**src/rtl/bob_line_reader_if.sv**
```systemverilog
// Read port between the BOB line reader and the dual-clock line buffer.
// The reader drives bank/address; the buffer returns data one cycle later.
interface bob_line_reader_if;
  logic       rd_bank;
  logic [9:0] rd_addr;
  logic [7:0] rd_data;

  modport master (output rd_bank, output rd_addr, input rd_data);
  modport slave  (input rd_bank, input rd_addr, output rd_data);
endinterface

```
**src/rtl/bob_line_reader.sv**
```systemverilog
// BOB deinterlace read side: streams each completed camera line twice,
// offsets bottom fields by one blank line, and delay-matches de/vs to pix_out.
module bob_line_reader #(
  parameter int         H_ACTIVE  = 720,
  parameter logic [7:0] BLANK_VAL = 8'h10
) (
  input  logic              pix_clk,
  input  logic              rst,
  input  logic              de_in,
  input  logic              vs_in,
  input  logic              field_in,
  input  logic              line_done,
  input  logic              line_bank,
  bob_line_reader_if.master buf_if,
  output logic [7:0]        pix_out,
  output logic              de_out,
  output logic              vs_out,
  output logic              underrun
);

  localparam logic [9:0] X_MAX  = 10'(H_ACTIVE);
  localparam logic [9:0] X_LAST = 10'(H_ACTIVE - 1);

  typedef enum logic [1:0] {
    IDLE      = 2'd0,
    WAIT_LINE = 2'd1,
    RUN       = 2'd2
  } state_t;

  state_t     state_reg, state_next;
  logic       new_flag_reg, new_flag_next;
  logic       last_bank_reg, last_bank_next;
  logic       pair_phase_reg, pair_phase_next;
  logic       underrun_reg, underrun_next;
  logic       bottom_pending_reg, bottom_pending_next;
  logic       rd_bank_reg, rd_bank_next;
  logic       line_blank_reg, line_blank_next;
  logic [9:0] x_reg, x_next;
  logic       de_prev_reg, vs_prev_reg;

  logic       de_rise, vs_rise, new_flag_eff, blank_now;

  logic [9:0] rd_addr_reg;
  logic       de_pipe_reg [3];
  logic       vs_pipe_reg [3];
  logic       blank_d1_reg, blank_d2_reg;
  logic [7:0] pix_reg;

  assign de_rise      = de_in & ~de_prev_reg;
  assign vs_rise      = vs_in & ~vs_prev_reg;
  // A line_done coinciding with a line start is folded in before the decision.
  assign new_flag_eff = new_flag_reg | line_done;

  always_ff @(posedge pix_clk or posedge rst) begin
    if (rst) begin
      state_reg          <= IDLE;
      new_flag_reg       <= 1'b0;
      last_bank_reg      <= 1'b0;
      pair_phase_reg     <= 1'b0;
      underrun_reg       <= 1'b0;
      bottom_pending_reg <= 1'b0;
      rd_bank_reg        <= 1'b0;
      line_blank_reg     <= 1'b1;
      x_reg              <= '0;
      de_prev_reg        <= 1'b0;
      vs_prev_reg        <= 1'b0;
    end else begin
      state_reg          <= state_next;
      new_flag_reg       <= new_flag_next;
      last_bank_reg      <= last_bank_next;
      pair_phase_reg     <= pair_phase_next;
      underrun_reg       <= underrun_next;
      bottom_pending_reg <= bottom_pending_next;
      rd_bank_reg        <= rd_bank_next;
      line_blank_reg     <= line_blank_next;
      x_reg              <= x_next;
      de_prev_reg        <= de_in;
      vs_prev_reg        <= vs_in;
    end
  end

  always_comb begin
    state_next          = state_reg;
    new_flag_next       = new_flag_eff;
    last_bank_next      = line_done ? line_bank : last_bank_reg;
    pair_phase_next     = pair_phase_reg;
    underrun_next       = underrun_reg;
    bottom_pending_next = bottom_pending_reg;
    rd_bank_next        = rd_bank_reg;
    line_blank_next     = line_blank_reg;

    case (state_reg)
      IDLE:      state_next = IDLE;
      WAIT_LINE: if (line_done) state_next = RUN;
      RUN:       state_next = RUN;
      default:   state_next = IDLE;
    endcase

    if (de_rise) begin
      if (state_reg != RUN) begin
        line_blank_next = 1'b1;
      end else if (bottom_pending_reg) begin
        // Bottom-field offset line: blank, not a pair member, bank untouched.
        line_blank_next     = 1'b1;
        bottom_pending_next = 1'b0;
      end else begin
        line_blank_next = 1'b0;
        pair_phase_next = ~pair_phase_reg;
        if (!pair_phase_reg) begin
          if (new_flag_eff) begin
            rd_bank_next  = last_bank_next;
            new_flag_next = 1'b0;
          end else begin
            underrun_next = 1'b1;
          end
        end
      end
    end

    if (vs_rise) begin
      state_next          = WAIT_LINE;
      bottom_pending_next = field_in;
      pair_phase_next     = 1'b0;
      underrun_next       = 1'b0;
    end

    if (de_in) x_next = (x_reg == X_MAX) ? X_MAX : x_reg + 10'd1;
    else       x_next = '0;
  end

  // The line's blank decision is taken on the rising de cycle itself.
  assign blank_now = (de_rise ? line_blank_next : line_blank_reg) | (x_reg >= X_MAX);

  always_ff @(posedge pix_clk or posedge rst) begin
    if (rst) begin
      rd_addr_reg    <= '0;
      de_pipe_reg[0] <= 1'b0;
      vs_pipe_reg[0] <= 1'b0;
      blank_d1_reg   <= 1'b0;
      blank_d2_reg   <= 1'b0;
      pix_reg        <= '0;
    end else begin
      if (de_in) rd_addr_reg <= (x_reg >= X_MAX) ? X_LAST : x_reg;
      de_pipe_reg[0] <= de_in;
      vs_pipe_reg[0] <= vs_in;
      blank_d1_reg   <= blank_now;
      blank_d2_reg   <= blank_d1_reg;
      // rd_data is valid in the stage where de_pipe_reg[1] is set.
      if (!de_pipe_reg[1])  pix_reg <= '0;
      else if (blank_d2_reg) pix_reg <= BLANK_VAL;
      else                   pix_reg <= buf_if.rd_data;
    end
  end

  generate
    for (genvar gi = 1; gi < 3; gi++) begin : g_sync_dly
      always_ff @(posedge pix_clk or posedge rst) begin
        if (rst) begin
          de_pipe_reg[gi] <= 1'b0;
          vs_pipe_reg[gi] <= 1'b0;
        end else begin
          de_pipe_reg[gi] <= de_pipe_reg[gi-1];
          vs_pipe_reg[gi] <= vs_pipe_reg[gi-1];
        end
      end
    end
  endgenerate

  assign buf_if.rd_bank = rd_bank_reg;
  assign buf_if.rd_addr = rd_addr_reg;
  assign pix_out        = pix_reg;
  assign de_out         = de_pipe_reg[2];
  assign vs_out         = vs_pipe_reg[2];
  assign underrun       = underrun_reg;

endmodule

```
**src/flat_wrapper.sv**
```systemverilog
// flat-port wrapper written by rule: the top's interface ports become plain ports
module bob_line_reader_flat 
#(
  parameter int         H_ACTIVE  = 720,
  parameter logic [7:0] BLANK_VAL = 8'h10
)
  (pix_clk, rst, de_in, vs_in, field_in, line_done, line_bank, pix_out, de_out, vs_out, underrun, buf_if_rd_bank, buf_if_rd_addr, buf_if_rd_data);
  bob_line_reader_if buf_if_i ();
  input  logic pix_clk;
  input  logic rst;
  input  logic de_in;
  input  logic vs_in;
  input  logic field_in;
  input  logic line_done;
  input  logic line_bank;
  output logic [7:0] pix_out;
  output logic de_out;
  output logic vs_out;
  output logic underrun;
  output wire logic [$bits(buf_if_i.rd_bank)-1:0] buf_if_rd_bank;
  output wire logic [$bits(buf_if_i.rd_addr)-1:0] buf_if_rd_addr;
  input wire logic [$bits(buf_if_i.rd_data)-1:0] buf_if_rd_data;
  assign buf_if_rd_bank = buf_if_i.rd_bank;
  assign buf_if_rd_addr = buf_if_i.rd_addr;
  assign buf_if_i.rd_data = buf_if_rd_data;
  bob_line_reader #(.H_ACTIVE(H_ACTIVE), .BLANK_VAL(BLANK_VAL)) u_core (.pix_clk(pix_clk), .rst(rst), .de_in(de_in), .vs_in(vs_in), .field_in(field_in), .line_done(line_done), .line_bank(line_bank), .buf_if(buf_if_i), .pix_out(pix_out), .de_out(de_out), .vs_out(vs_out), .underrun(underrun));
endmodule
```
**config.mk**
```make
export PLATFORM = sky130hd
export DESIGN_NAME = bob_line_reader_flat
export DESIGN_NICKNAME = d
export VERILOG_FILES = /design/src/rtl/bob_line_reader_if.sv /design/src/rtl/bob_line_reader.sv /design/src/flat_wrapper.sv
export SDC_FILE = /design/constraint.sdc
export NUM_CORES = 1
export LEC_CHECK = 0
export ABC_CLOCK_PERIOD_IN_PS = 2190
export BUFFER_PORTS_ARGS = -buffer_cell sky130_fd_sc_hd__buf_4
export CAP_MARGIN = 0
export CORE_MARGIN = 2
export CORE_UTILIZATION = 57
export CTS_BUF_LIST = sky130_fd_sc_hd__clkbuf_16
export CTS_CLUSTER_DIAMETER = 40
export DETAILED_ROUTE_END_ITERATION = 7
export PLACE_DENSITY = 0.83
export SLEW_MARGIN = 10
export SYNTH_ARGS = -nofsm -noshare
export SYNTH_HDL_FRONTEND = slang
export SYNTH_SLANG_ARGS = --single-unit
```
**constraint.sdc**
```tcl
create_clock -name pix_clk -period 2.19 [get_ports pix_clk]
set_input_delay 0.1095 -clock pix_clk [delete_from_list [all_inputs] [get_ports pix_clk]]
set_output_delay 0.1095 -clock pix_clk [all_outputs]
set_load 0.005 [all_outputs]
```
* Word-level counts from Yosys, hierarchy flattened
Index checks and enable logic that the tools add are counted.
** Word-level totals
- Register bits :: 45
- Input port bits :: 15
- Output and inout bits :: 22
- Word-level logic and storage cells :: 74
** Operators by class
- Add/sub/neg operators :: 1
- Magnitude comparators :: 1
- Equality and inequality tests :: 9
- Mux-type cells :: 30
- Bitwise gates (word level) :: 9
- Reductions and logical operators :: 5
** Operator list (number)
- two-way mux 10 bit :: 3
- two-way mux 1 bit :: 22
- two-way mux 8 bit :: 2
- adder 10 x 1 -> 10 bit (second input constant) :: 1
- == test 10 bit (second input constant) :: 1
- >= comparator 10 bit (second input constant) :: 1
- AND reduction 5 bit :: 2
- inequality test 2 bit (second input constant) :: 3
- inverter 1 bit :: 5
- two-way mux 2 bit :: 2
- inequality test 2 x 1 -> 1 bit (second input constant) :: 2
- one-hot mux 2 bit (2 select lines) :: 1
- inequality test 3 x 2 -> 1 bit (second input constant) :: 1
- AND reduction 3 bit :: 1
- bitwise AND 1 bit :: 2
- == test 2 x 1 -> 1 bit (second input constant) :: 1
- == test 2 bit (second input constant) :: 1
- OR 1 bit :: 2
- AND reduction 2 bit :: 1
- nonzero test 2 bit :: 1

* Longest topological paths before layout
Gate-level depths: netlist of the first run.
- Depth after elaboration :: 7
- Gate-level depth with buffers :: 5
- Mapped depth without buffers :: 5

* Worst setup path after synthesis of the first run
OpenSTA, ideal clock, no wires.
- Kind :: register to register
- Start :: reg u_core.state_reg[0]
- End :: reg u_core.rd_bank_reg, in the netlist u_core.buf_if.rd_bank
- Setup time :: 0.125 ns
- Data arrival time :: 1.314 ns
- Required time :: 2.065 ns
- Slack :: 0.751 ns
- Cell stages (with the launch flop) :: 6
- Cell sequence :: dfrtp_1 inv_1 ha_1 nand4bb_1 nor3_1 mux2_2
** Between the ends
- Longest elaborated chain between the ends :: 3
** RTL lines
- start, declared :: RTL line bob_line_reader.sv:30 : state_t state_reg, state_next;
- start signal, assigned :: RTL line bob_line_reader.sv:68 : state_reg <= state_next;
- inequality test 2 bit :: RTL line bob_line_reader.sv:100 : if (state_reg != RUN) begin
- inverter 1 bit (no source line)
- AND reduction 5 bit (no source line)
- end signal, assigned :: RTL line bob_line_reader.sv:74 : rd_bank_reg <= rd_bank_next;
- end, declared :: RTL line bob_line_reader.sv:36 : logic rd_bank_reg, rd_bank_next;
No other way between the ends.
A chain may end at the register's enable or synchronous reset.

* Worst setup path after layout of the first run
- Start :: reg u_core.x_reg[0]
- End :: reg u_core.x_reg[2]
** Between the ends
- Longest elaborated chain between the ends :: 3
- Elaborated cells on any way between the ends :: 4
- Those cells by class :: add/sub (1); eq/ne (1); mux (2)
** RTL lines
- start, declared :: RTL line bob_line_reader.sv:38 : logic [9:0] x_reg, x_next;
- start signal, assigned :: RTL line bob_line_reader.sv:76 : x_reg <= x_next;
- adder 10 x 1 -> 10 bit / == test 10 bit (equally long branches) :: RTL line bob_line_reader.sv:127 : if (de_in) x_next = (x_reg == X_MAX) ? X_MAX : x_reg + 10'd1;
- two-way mux 10 bit * (2 in a row) :: RTL line bob_line_reader.sv:127
- net u_core.x_next[2] :: RTL line bob_line_reader.sv:38
The timed path passes the listed nets; every way through them passes the cells marked *.

==> results of run 1 <==
-- area by class of cell --
class,instances,area [um2]
sequential,45,1130
fill,208,751
multi-input combinational,94,602
timing repair buffer,39,298
clock buffer,5,125
tap,44,55.1
inverter,12,45.0
clock inverter,3,25.0
-- power by group through the flow --
stage / clock network [W] / registers, W / logic, W
after floorplan: 0 / 0.000953 / 0.000103
after global placement: 0 / 0.000956 / 0.000188
after detailed placement: 0 / 0.000963 / 0.000199
after CTS: 0.000765 / 0.000948 / 0.000205
after global routing: 0.000797 / 0.000954 / 0.000225
final: 0.000752 / 0.000947 / 0.000202
-- worst paths after layout --
path | to | slack (ns) | cells after the start
min reg2reg | u_core.vs_out | 0.35 | 0
min in group asynchronous | u_core.pix_out[4] | 0.36 | 3
max | u_core.x_reg[2] | 0.48 | 5
min | u_core.pix_out[5] | 0.03 | 2
max in group asynchronous | u_core.line_blank_reg | 1.04 | 4
max reg2reg | u_core.x_reg[2] | 0.48 | 5
-- cells by family after synthesis --
| logic type | synth area share (%) |
|---|---|
| adders and majority gates | 2.80 |
| and+or+nand+nor | 16.0 |
| xor gates and xnor gates | 1.96 |
| buffers and inverters | 3.22 |
| AOI/OAI and AO/OA | 11.7 |
| DFF | 63.1 |
| muxes | 1.26 |
-- placed cells by master (no fill, tap or decap) --
cell type	count
dfrtp_1	44
buf_4	37
nor2_1	16
inv_1	12
a21oi_1	10
and2_1	7
nand2_1	6
o21ai_0	6
nor2b_1	5
clkbuf_16	5
nand3_1	4
a31oi_1	4
ha_1	4
or4_1	3
nand2b_1	3
or3_1	3
o21a_1	2
o31ai_1	2
nand4bb_1	2
xor2_1	2
xnor2_1	2
mux2_2	2
a31o_2	2
dlygate4sd3_1	2
o41ai_2	1
nand4_2	1
o211a_1	1
o21ai_1	1
nand3b_1	1
o21bai_1	1
a211oi_1	1
a21bo_2	1
nor3_1	1
clkinvlp_4	1
inv_6	1
clkinv_4	1
dfstp_2	1
-- per-layer routing --
metal | vias to the layer above | wire (um) | track usage, % | share of wire [%]
met3 | 11 | 262 | 7.14 | 7.3
met5 | - | 0 | 0 | 0
met4 | 0 | 106 | 12.4 | 3.0
met2 | 61 | 1820 | 38.2 | 51
met1 | 630 | 1390 | 27.5 | 39
li1 | 609 | - | - | -
-- per-stage QoR --
step	power (W)	setup slack, ns	util (%)	instances	cell area (um2)
after global routing	0.00198	0.347	75.2	242	2280
after detailed placement	0.00116	0.535	69.6	232	2110
after global placement	0.00114	0.686	69.6	232	2110
final	0.00190	0.479	75.2	242	2280
after CTS	0.00192	0.519	75.2	242	2280
after floorplan	0.00106	0.751	-	154	1790
-- timing repair --
action,CTS,global route
hold endpoints to repair,11,0
buffers inserted,0,0
hold buffers,2,0
==> out/qor.yml, run 1 <==
sta:
  finalHoldViolCount: 0
  tightest_slew_ns: 0.608
  fin_crit_sh_pct: 78.1
  setup_viol: 0
  finalClockSkew_ns: 0.00365
  rsz0062_at_grt: "false"
  period_needed_ns: 1.71
  hold_slack_ns: 0.0338
  max_freq_ghz: 0.584
  slew-limit-headroom_pct: 59.0
  timing.setup.tns_ns: 0
  drv_slew: 0
grt:
  grt_pass1_vias: 1300
  overflow: 0
  grt_pass1_wl_mm: 5.91
  antenna_found_initial: 0
  grt_start_max_net_pins: 36
  grt_use_total_pct: 23.4
worst_setup_path:
  crit_path_start: "u_core.x_reg[0]"
  critical_path_class: "flip-flop to flip-flop"
  startpoint_type: "flip-flop"
  crit_path_top_delay_cell: "o41ai_2"
  cpLargestDelayFamily: "compound AO/OA/AOI/OAI gates"
  required_ns: 2.33
  endpoint_kind: "flip-flop"
  path_buf_inv: 1
  crit_fanout: 6
  crit_arrival_ns: 1.85
  r2r-start: "u_core.x_reg[0]"
  cp_cell_sequence: "inv_1 > ha_1 > nand4bb_1 > o41ai_2 > nor2_1"
  slowest_delay_ns: 0.59
synth:
  async_flop_share_pct: 100
  synth_common_cells: "44 x dfrtp_1, 16 x nor2_1, 12 x inv_1"
  synth.most_common_cell: "dfrtp_1"
  synth_top_area_share_pct: 61.6
  ys.flop_type: "dfrtp_1"
  synth_top_area_cell: "dfrtp_1"
  ys_seq_elements: 45
  yosys_warnings: 0
  synth_fp_nets: 173
  synthCells: 154
  synth_enable_flop_cells: 0
  synth_area_per_cell_um2: 11.6
  seq_area_frac_synth_pct: 63.1
  synth.distinct_cells: 33
  netlist_area_mm2: 0.00179
  synth.area.top_cells: "dfrtp_1 62%, nor2_1 3.4%, a21oi_1 2.8%, ha_1 2.8%, inv_1 2.5%"
placed_design:
  port_buffers: 36
  hpwlAfterDp_mm: 2.42
  gp_congestion: 0.777
outcome:
  status: "finished clean"
power:
  p_int_w: 0.00144
  peakVddDrop_v: 0.000677
  p_leak_nw: 1.08
  clkPwrFrac_pct: 39.6
  combPwrFrac_pct: 10.6
  p_sw_share_pct: 24.2
  seq_power_share_pct: 49.8
  power_switching_w: 0.000459
  p_per_area_mw_per_mm2: 835
layout:
  fin_nets: 216
  drive_gt1_share_pct: 26.8
  area_delta_synth_final_pct: 27.5
  diodes: 0
floorplan:
  coreArea_mm2: 0.00303
  die_area_mm2: 0.00360
  start_util_pct: 59.0
  die_x_um: 60.0
  rows: 20
  fp.dieH_um: 60.0
  io_pins: 37
drt:
  firstDrtPassIters: 4
  vias: 1311
  drc: 0
  ant_nets: 0
  drt_iter0_markers: 62
  routed_wl_mm: 3.58
  vias_per_cell: 5.42
  wire_per_inst_um: 14.8
clock_tree:
  cts_root_buffer: "clkbuf_16"
  h-tree-depth: 2
  clockBufferDepth: 2
  worstSkewPairLatency_ns: 0.29
  path_clk_slew_ns: 0.06
  cts_resized: 0
  numCtsBuffers: 5
  cts.sinks: 45
  cts_tree: "built"
hold_path:
  hold_path_class: "input pin to flip-flop"
  holdCritStartpoint: "buf_if_rd_data[5]"
flow_run:
  drv_cap: 0
Power figures use the tool's default switching activity.
==> run 2, diff against run 1 <==
--- a/config.mk
+++ b/config.mk
@@ -5,15 +5,16 @@
 export SDC_FILE = /design/constraint.sdc
 export NUM_CORES = 1
 export LEC_CHECK = 0
-export ABC_CLOCK_PERIOD_IN_PS = 2190
+export ABC_AREA = 1
+export ABC_CLOCK_PERIOD_IN_PS = 1700
 export BUFFER_PORTS_ARGS = -buffer_cell sky130_fd_sc_hd__buf_4
 export CAP_MARGIN = 0
 export CORE_MARGIN = 2
-export CORE_UTILIZATION = 57
+export CORE_UTILIZATION = 53
 export CTS_BUF_LIST = sky130_fd_sc_hd__clkbuf_16
 export CTS_CLUSTER_DIAMETER = 40
 export DETAILED_ROUTE_END_ITERATION = 7
-export PLACE_DENSITY = 0.83
+export PLACE_DENSITY = 0.77
 export SLEW_MARGIN = 10
 export SYNTH_ARGS = -nofsm -noshare
 export SYNTH_HDL_FRONTEND = slang
==> constraint.sdc (replaced) <==
create_clock -name pix_clk -period 1.7 [get_ports pix_clk]
set_input_delay 0.085 -clock pix_clk [delete_from_list [all_inputs] [get_ports pix_clk]]
set_output_delay 0.085 -clock pix_clk [all_outputs]
set_load 0.005 [all_outputs]
==> run 2 against run 1 <==
Non-clock buffer count increased by 1; setup slack got worse by 0.072 ns; critical path depth increased by 2; largest cell class unchanged.
==> out/qor.yml, run 2 <==
outcome:
  status: "finished clean"
synth:
  synth_enable_flop_cells: 0  # unchanged
  synth_top_family_by_area: "simple AND/OR/NAND/NOR gates"
  synth.most_common_cell: "dfrtp_1"
  synth_area_per_cell_um2: 9.27  # -20%
  synth_top_area_share_pct: 59.1  # -2.5 points
  synth_common_cells: "44 x dfrtp_1, 37 x inv_1, 34 x nand2_1"
  seq_area_frac_synth_pct: 60.5  # -2.6 points
  synth-compound-area-share_pct: 6.51  # -5.2 points
  ys_seq_elements: 45  # unchanged
  yosys_warnings: 0  # unchanged
  synthXorXnorAreaFrac_pct: 1.41  # -0.55 points
  ys.flop_type: "dfrtp_1"
  synthCells: 201  # +31%
  yosys.area_share.simple_pct: 20.7  # +4.7 points
  synth_fp_nets: 220  # +27%
  muxShareOfSynthArea_pct: 0  # -1.3 points
  async_flop_share_pct: 100  # unchanged
  synth_top_area_cell: "dfrtp_1"
  netlist_area_mm2: 0.00186  # +4.3%
  synth.area.top_cells: "dfrtp_1 59%, inv_1 7.5%, nand2_1 6.9%, nor2_1 5.2%, nand3_1 3.8%"
  synthAdderAreaFrac_pct: 2.69  # -0.11 points
  synth.distinct_cells: 25  # -24%
clock_tree:
  h-tree-depth: 2  # unchanged
  cts_resized: 0  # unchanged
  cts_tree: "built"
  numCtsBuffers: 5  # unchanged
  path_clk_slew_ns: 0.07  # about the same
  clockBufferDepth: 2  # unchanged
  worstSkewPairLatency_ns: 0.29  # about the same
  cts_root_buffer: "clkbuf_16"
  cts.sinks: 45  # unchanged
drt:
  vias_per_cell: 4.87  # -10%
  drc: 0  # unchanged
  routed_wl_mm: 3.44  # -4.1%
  vias: 1427  # +8.8%
  wire_per_inst_um: 11.7  # -21%
  ant_nets: 0  # unchanged
  firstDrtPassIters: 4  # unchanged
  drt_iter0_markers: 92  # +48%
layout:
  fin_nets: 265  # +23%
  drive_gt1_share_pct: 21.5  # -5.3 points
  final_cell_area_mm2: 0.00238  # +4.5%
  area_delta_synth_final_pct: 27.7
  final_cell_mix: "44 x dfrtp_1, 37 x buf_4, 36 x inv_1, 34 x nand2_1, 26 x nor2_1"
  final_common_cell: "dfrtp_1"
  diodes: 0  # unchanged
floorplan:
  die_area_mm2: 0.00401  # +11%
  die_x_um: 63.3  # +5.5%
  rows: 21  # +5.0%
  io_pins: 37  # unchanged
  start_util_pct: 55.4  # -3.6 points
  fp.dieH_um: 63.3  # +5.5%
  coreArea_mm2: 0.00336  # +11%
worst_setup_path:
  endpoint_kind: "flip-flop"
  crit_fanout: 6  # unchanged
  slowest_delay_ns: 0.39  # -0.20 ns
  crit_arrival_ns: 1.47  # -0.38 ns
  required_ns: 1.88  # -0.45 ns
  critical_path_class: "flip-flop to flip-flop"
  path_buf_inv: 1  # unchanged
  reg2regPathDepth: 7  # +2
  cp_cell_sequence: "inv_1 > ha_1 > nand3_1 > nor2_2 > nand3_1 > nand2_1 > nand2_1"
  path_depth: 7  # +2
  startpoint_type: "flip-flop"
  crit_path_top_delay_cell: "dfrtp_1"
  cpLargestDelayFamily: "simple AND/OR/NAND/NOR gates"
placed_design:
  port_buffers: 36  # unchanged
  hpwlAfterDp_mm: 2.39  # -1.1%
  post_dp_cell_area_mm2: 0.00221  # +4.8%
  gp_congestion: 0.876  # +13%
sta:
  timing.setup.tns_ns: 0  # unchanged
  tightest_slew_ns: 0.733  # +0.125 ns
  finalClockSkew_ns: 0.00380  # +0.000155 ns
  period_needed_ns: 1.29  # -0.418 ns
  rsz0062_at_grt: "false"
  drv_slew: 0  # unchanged
  max_freq_ghz: 0.773  # +32%
  fin_crit_sh_pct: 76.1  # -2.0 points
  slew-limit-headroom_pct: 50.8  # -8.2 points
  setup_viol: 0  # unchanged
  finalHoldViolCount: 0  # unchanged
hold_path:
  hold_path_class: "input pin to flip-flop"
  whs_path_depth: 3  # +1
power:
  combPwrFrac_pct: 10.7  # about the same
  power_switching_w: 0.000609  # +33%
  p_sw_share_pct: 24.8  # +0.64 points
  seq_power_share_pct: 49.3  # -0.5 points
  p_per_area_mw_per_mm2: 1030  # +24%
  p_int_w: 0.00185  # +28%
  clkPwrFrac_pct: 40.0  # +0.4 points
  p_leak_nw: 1.23  # +14%
  p_total_w: 0.00245  # +29%
  peakVddDrop_v: 0.000584  # -14%
grt:
  grt_use_total_pct: 20.2  # -3.2 points
  grt_pass1_vias: 1410  # +8.5%
  overflow: 0  # unchanged
  antenna_found_initial: 0  # unchanged
  grt_pass1_wl_mm: 6.22  # +5.4%
  grt_start_max_net_pins: 27  # -25%
flow_run:
  drv_cap: 0  # unchanged
run 2: cell types whose count changed in the layout (fill, tap and decap cells not counted), sizes merged, moves of 5 or more:
cell	change
nand2	+29
inv	+25
nand3	+12
nor2	+12
and2	-7
nor2b	-5
run 2: final timing paths:
path | start | endpoint | slack (ns)
setup / recovery | u_core.state_reg[0] | u_core.buf_if.rd_bank | 0.41
hold / removal | field_in | u_core.bottom_pending_reg | 0.006
setup reg to reg | u_core.state_reg[0] | u_core.buf_if.rd_bank | 0.41
hold reg to reg | u_core.vs_pipe_reg[1] | u_core.vs_out | 0.35
max in group asynchronous | rst | u_core.line_blank_reg | 0.72
min in group asynchronous | rst | u_core.pix_out[0] | 0.39
run 2: per-layer routing:
metal	global-route usage [%]	wire length [um]
met3	5.54	224
met1	26.0	1610
met5	0	0
met2	32.6	1560
met4	7.88	47
run 2: kinds of logic after synthesis:
kind of cell | count (synthesis)
flops | 45
fa+ha+maj | 4
compound gates | 22
xor+xnor | 3
simple gates | 87
buf+inv | 40
run 2: layout make-up:
cell class              count  area (um2)
clock buffers               5         125
flip-flops and latches     45        1130
clock inverters             3        25.0
well taps                  46        57.6
inverters                  38         143
fillers                   267         985
repair buffers             40         318
multi-input cells         116         583
run 2: through the flow:
step           instances  hold WS (ns)  util, %  setup slack [ns]
2_1_floorplan        201         0.116        -             0.557
3_3_place_gp         283         0.155     65.7             0.505
3_5_place_dp         283         0.154     65.7             0.436
4_1_cts              293       0.00631     70.7             0.374
5_1_grt              293       0.00839     70.7             0.221
6_report             293       0.00589     70.7             0.406
run 2: power groups by stage:
stage,Combinational [W],Clock (W),Sequential (W)
6_report,0.000263,0.000982,0.00121
5_1_grt,0.000303,0.00105,0.00122
4_1_cts,0.000270,0.00100,0.00121
3_5_place_dp,0.000263,0,0.00123
3_3_place_gp,0.000254,0,0.00123
2_1_floorplan,0.000133,0,0.00122
run 2: repair_timing:
action / in CTS / in global routing
hold endpoints to repair: 20 / 0
hold buffers: 2 / 0
setup buffers: 0 / 0
run 2: tightest hold or removal path, cell delays in order:
cell and delay [ns]:
buf_4 0.08, nand2_1 0.04, nand2_1 0.05
==> run 3, diff against run 2 <==
--- a/config.mk
+++ b/config.mk
@@ -6,15 +6,15 @@
 export NUM_CORES = 1
 export LEC_CHECK = 0
 export ABC_AREA = 1
-export ABC_CLOCK_PERIOD_IN_PS = 1700
+export ABC_CLOCK_PERIOD_IN_PS = 1100
 export BUFFER_PORTS_ARGS = -buffer_cell sky130_fd_sc_hd__buf_4
 export CAP_MARGIN = 0
 export CORE_MARGIN = 2
-export CORE_UTILIZATION = 53
+export CORE_UTILIZATION = 48
 export CTS_BUF_LIST = sky130_fd_sc_hd__clkbuf_16
 export CTS_CLUSTER_DIAMETER = 40
 export DETAILED_ROUTE_END_ITERATION = 7
-export PLACE_DENSITY = 0.77
+export PLACE_DENSITY = 0.74
 export SLEW_MARGIN = 10
 export SYNTH_ARGS = -nofsm -noshare
 export SYNTH_HDL_FRONTEND = slang
==> constraint.sdc (replaced) <==
create_clock -name pix_clk -period 1.1 [get_ports pix_clk]
set_input_delay 0.055 -clock pix_clk [delete_from_list [all_inputs] [get_ports pix_clk]]
set_output_delay 0.055 -clock pix_clk [all_outputs]
set_load 0.005 [all_outputs]
==> run 3 against run 2 <==
Non-clock buffer count up 32; routed wire length up 37%; first-iteration DRC count down 27%; highest routed layer unchanged; combinational power up 110%; sequential share of layout area down 7.1 points; clock-buffer cell count unchanged; die area up 9.7%; design area up 18%; sequential power up 55%; maximum frequency up 7.6%; setup slack worse by 0.51 ns; the run now ends with setup timing left.
==> out/qor.yml, run 3 (synthesis results as in run 2) <==
outcome:
  status: "finished with violations"
  violations: "setup timing"
power:
  peakVddDrop_v: 0.00118  # +100%
  p_per_area_mw_per_mm2: 1400  # +36%
  p_leak_nw: 1.40  # +13%
drt:
  vias: 1652  # +16%
  wire_per_inst_um: 14.3  # +22%
  drt_iter0_markers: 67  # -27%
  routed_wl_mm: 4.70  # +37%
  firstDrtPassIters: 4  # unchanged
  vias_per_cell: 5.04  # +3.4%
  drc: 0  # unchanged
  ant_nets: 0  # unchanged
worst_setup_path:
  startpoint_type: "flip-flop"
  endpoint_kind: "flip-flop"
  crit_path_top_delay_cell: "dfrtp_1"
  required_ns: 1.28  # -0.60 ns
  cp_cell_sequence: "inv_2 > ha_4 > nand3_4 > nor2_4 > nand3_2 > nand2_1 > nand2_1"
  slowest_delay_ns: 0.39  # about the same
  crit_fanout: 6  # unchanged
  critical_path_class: "flip-flop to flip-flop"
  crit_arrival_ns: 1.38  # -0.09 ns
  path_common_cell: "nand2_1"
clock_tree:
  path_clk_slew_ns: 0.06  # about the same
  worstSkewPairLatency_ns: 0.29  # about the same
  clockBufferDepth: 2  # unchanged
  cts.sinks: 45  # unchanged
  h-tree-depth: 2  # unchanged
  cts_tree: "built"
  numCtsBuffers: 5  # unchanged
  cts_root_buffer: "clkbuf_16"
sta:
  rsz0062_at_grt: "true"
  finalClockSkew_ns: 0.00371  # -0.0000881 ns
  tightest_slew_ns: 0.445  # -0.288 ns
  setup_viol: 13  # +13
  fin_crit_sh_pct: 109  # +33 points
  finalHoldViolCount: 0  # unchanged
  setup_slack_ns: -0.102  # -0.508 ns
  period_needed_ns: 1.20  # -0.0915 ns
  slew-limit-headroom_pct: 70.3  # +19 points
  max_freq_ghz: 0.832  # +7.6%
  timing.setup.tns_ns: -0.716  # -0.716 ns
  drv_slew: 0  # unchanged
floorplan:
  coreArea_mm2: 0.00369  # +9.7%
  die_area_mm2: 0.00440  # +9.7%
  rows: 22  # +4.8%
  die_x_um: 66.3  # +4.8%
  fp.dieH_um: 66.3  # +4.8%
  io_pins: 37  # unchanged
  start_util_pct: 50.5  # -4.9 points
placed_design:
  hpwlAfterDp_mm: 2.67  # +12%
  port_buffers: 36  # unchanged
  gp_congestion: 0.875  # -0.16%
grt:
  grt_pass1_wl_mm: 7.55  # +21%
  overflow: 0  # unchanged
  antenna_found_initial: 0  # unchanged
  grt_use_total_pct: 24.0  # +3.9 points
  grt_pass1_vias: 1660  # +18%
  grt_start_max_net_pins: 22  # -19%
layout:
  final_core_util_pct: 76.1  # +5.4 points
  drive_gt1_share_pct: 39.6  # +18 points
  final_cell_mix: "58 x buf_4, 41 x dfrtp_1, 30 x inv_1, 28 x nand2_1, 20 x nor2_1"
  fin_nets: 298  # +12%
  final_common_cell: "buf_4"
  area_delta_synth_final_pct: 50.7
  diodes: 0  # unchanged
flow_run:
  drv_cap: 0  # unchanged
hold_path:
  hold_path_class: "input pin to flip-flop"
## run 3: cell types whose count changed in the layout (fill, tap and decap cells not counted), moves of 4 or more
cell / delta
buf_4: +21
dlygate4sd3_1: +9
ha_1: -4
inv_1: -6
inv_2: +5
nand2_1: -6
nand2_2: +4
nand3_1: -4
nand3_4: +4
nor2_1: -6
o21ai_0: -4
o21ai_1: +4
## run 3: per-layer routing
layer  share of wire [%]  up-vias  track usage, %  wire (um)
li1                    -      791               -          -
met1                  39      786            27.7       1830
met5                   0        -               0          0
met4                 3.5        0            10.5        163
met2                  52       61            42.3       2440
met3                 5.6       14            5.79        261
## run 3: report_power, final
group | internal (W) | leakage [nW] | switching, W
clock network | 0.000845 | 0.0718 | 0.000641
registers | 0.00180 | 0.570 | 0.0000869
logic | 0.000295 | 0.754 | 0.000267
total | 0.00294 | 1.40 | 0.000995
## run 3: path summary, 6_finish.rpt
| path | startpoint | to | slack (ns) | cells after the start |
|---|---|---|---|---|
| max | u_core.state_reg[0] | u_core.buf_if.rd_bank | -0.10 | 7 |
| min | line_bank | u_core.last_bank_reg | 0.04 | 3 |
| max reg2reg | u_core.state_reg[0] | u_core.buf_if.rd_bank | -0.10 | 7 |
| min reg2reg | u_core.blank_d1_reg | u_core.blank_d2_reg | 0.35 | 0 |
| max in group asynchronous | rst | u_core.x_reg[2] | 0.28 | 4 |
| min in group asynchronous | rst | u_core.de_out | 0.34 | 3 |
## run 3: through the flow
stage                     cell area, um2  cells  hold WS, ns  setup slack, ns  power [W]
after floorplan                     1880    201       0.0652          -0.0105    0.00211
after global placement              2350    303       0.0828          -0.0516    0.00232
after detailed placement            2350    303       0.0930          -0.0904    0.00234
after CTS                           2690    325      0.00440          -0.0726    0.00389
after global routing                2810    328       0.0510           -0.188    0.00412
final                               2810    328       0.0393           -0.102    0.00393
## run 3: critical path, delay by kind of cell (launching register included)
kind	cells	cell delay [ns]
flops	1	0.39
fa+ha+maj	1	0.14
simple gates	5	0.50
buf+inv	1	0.07
## run 3: cell type report
type                    count  area [um2]
flip-flops and latches     45        1130
fillers                   251         881
multi-input cells         117         742
repair buffers             72         579
inverters                  38         149
clock buffers               5         125
well taps                  48        60.1
clock inverters             3        21.3
## run 3: timing repair
action	CTS	global route
gates resized for setup	15	34
setup buffers	3	4
endpoints found under the setup margin	21	26
hold buffers	11	0
pin swaps	9	20
gates cloned	1	0
hold endpoints to repair	27	0
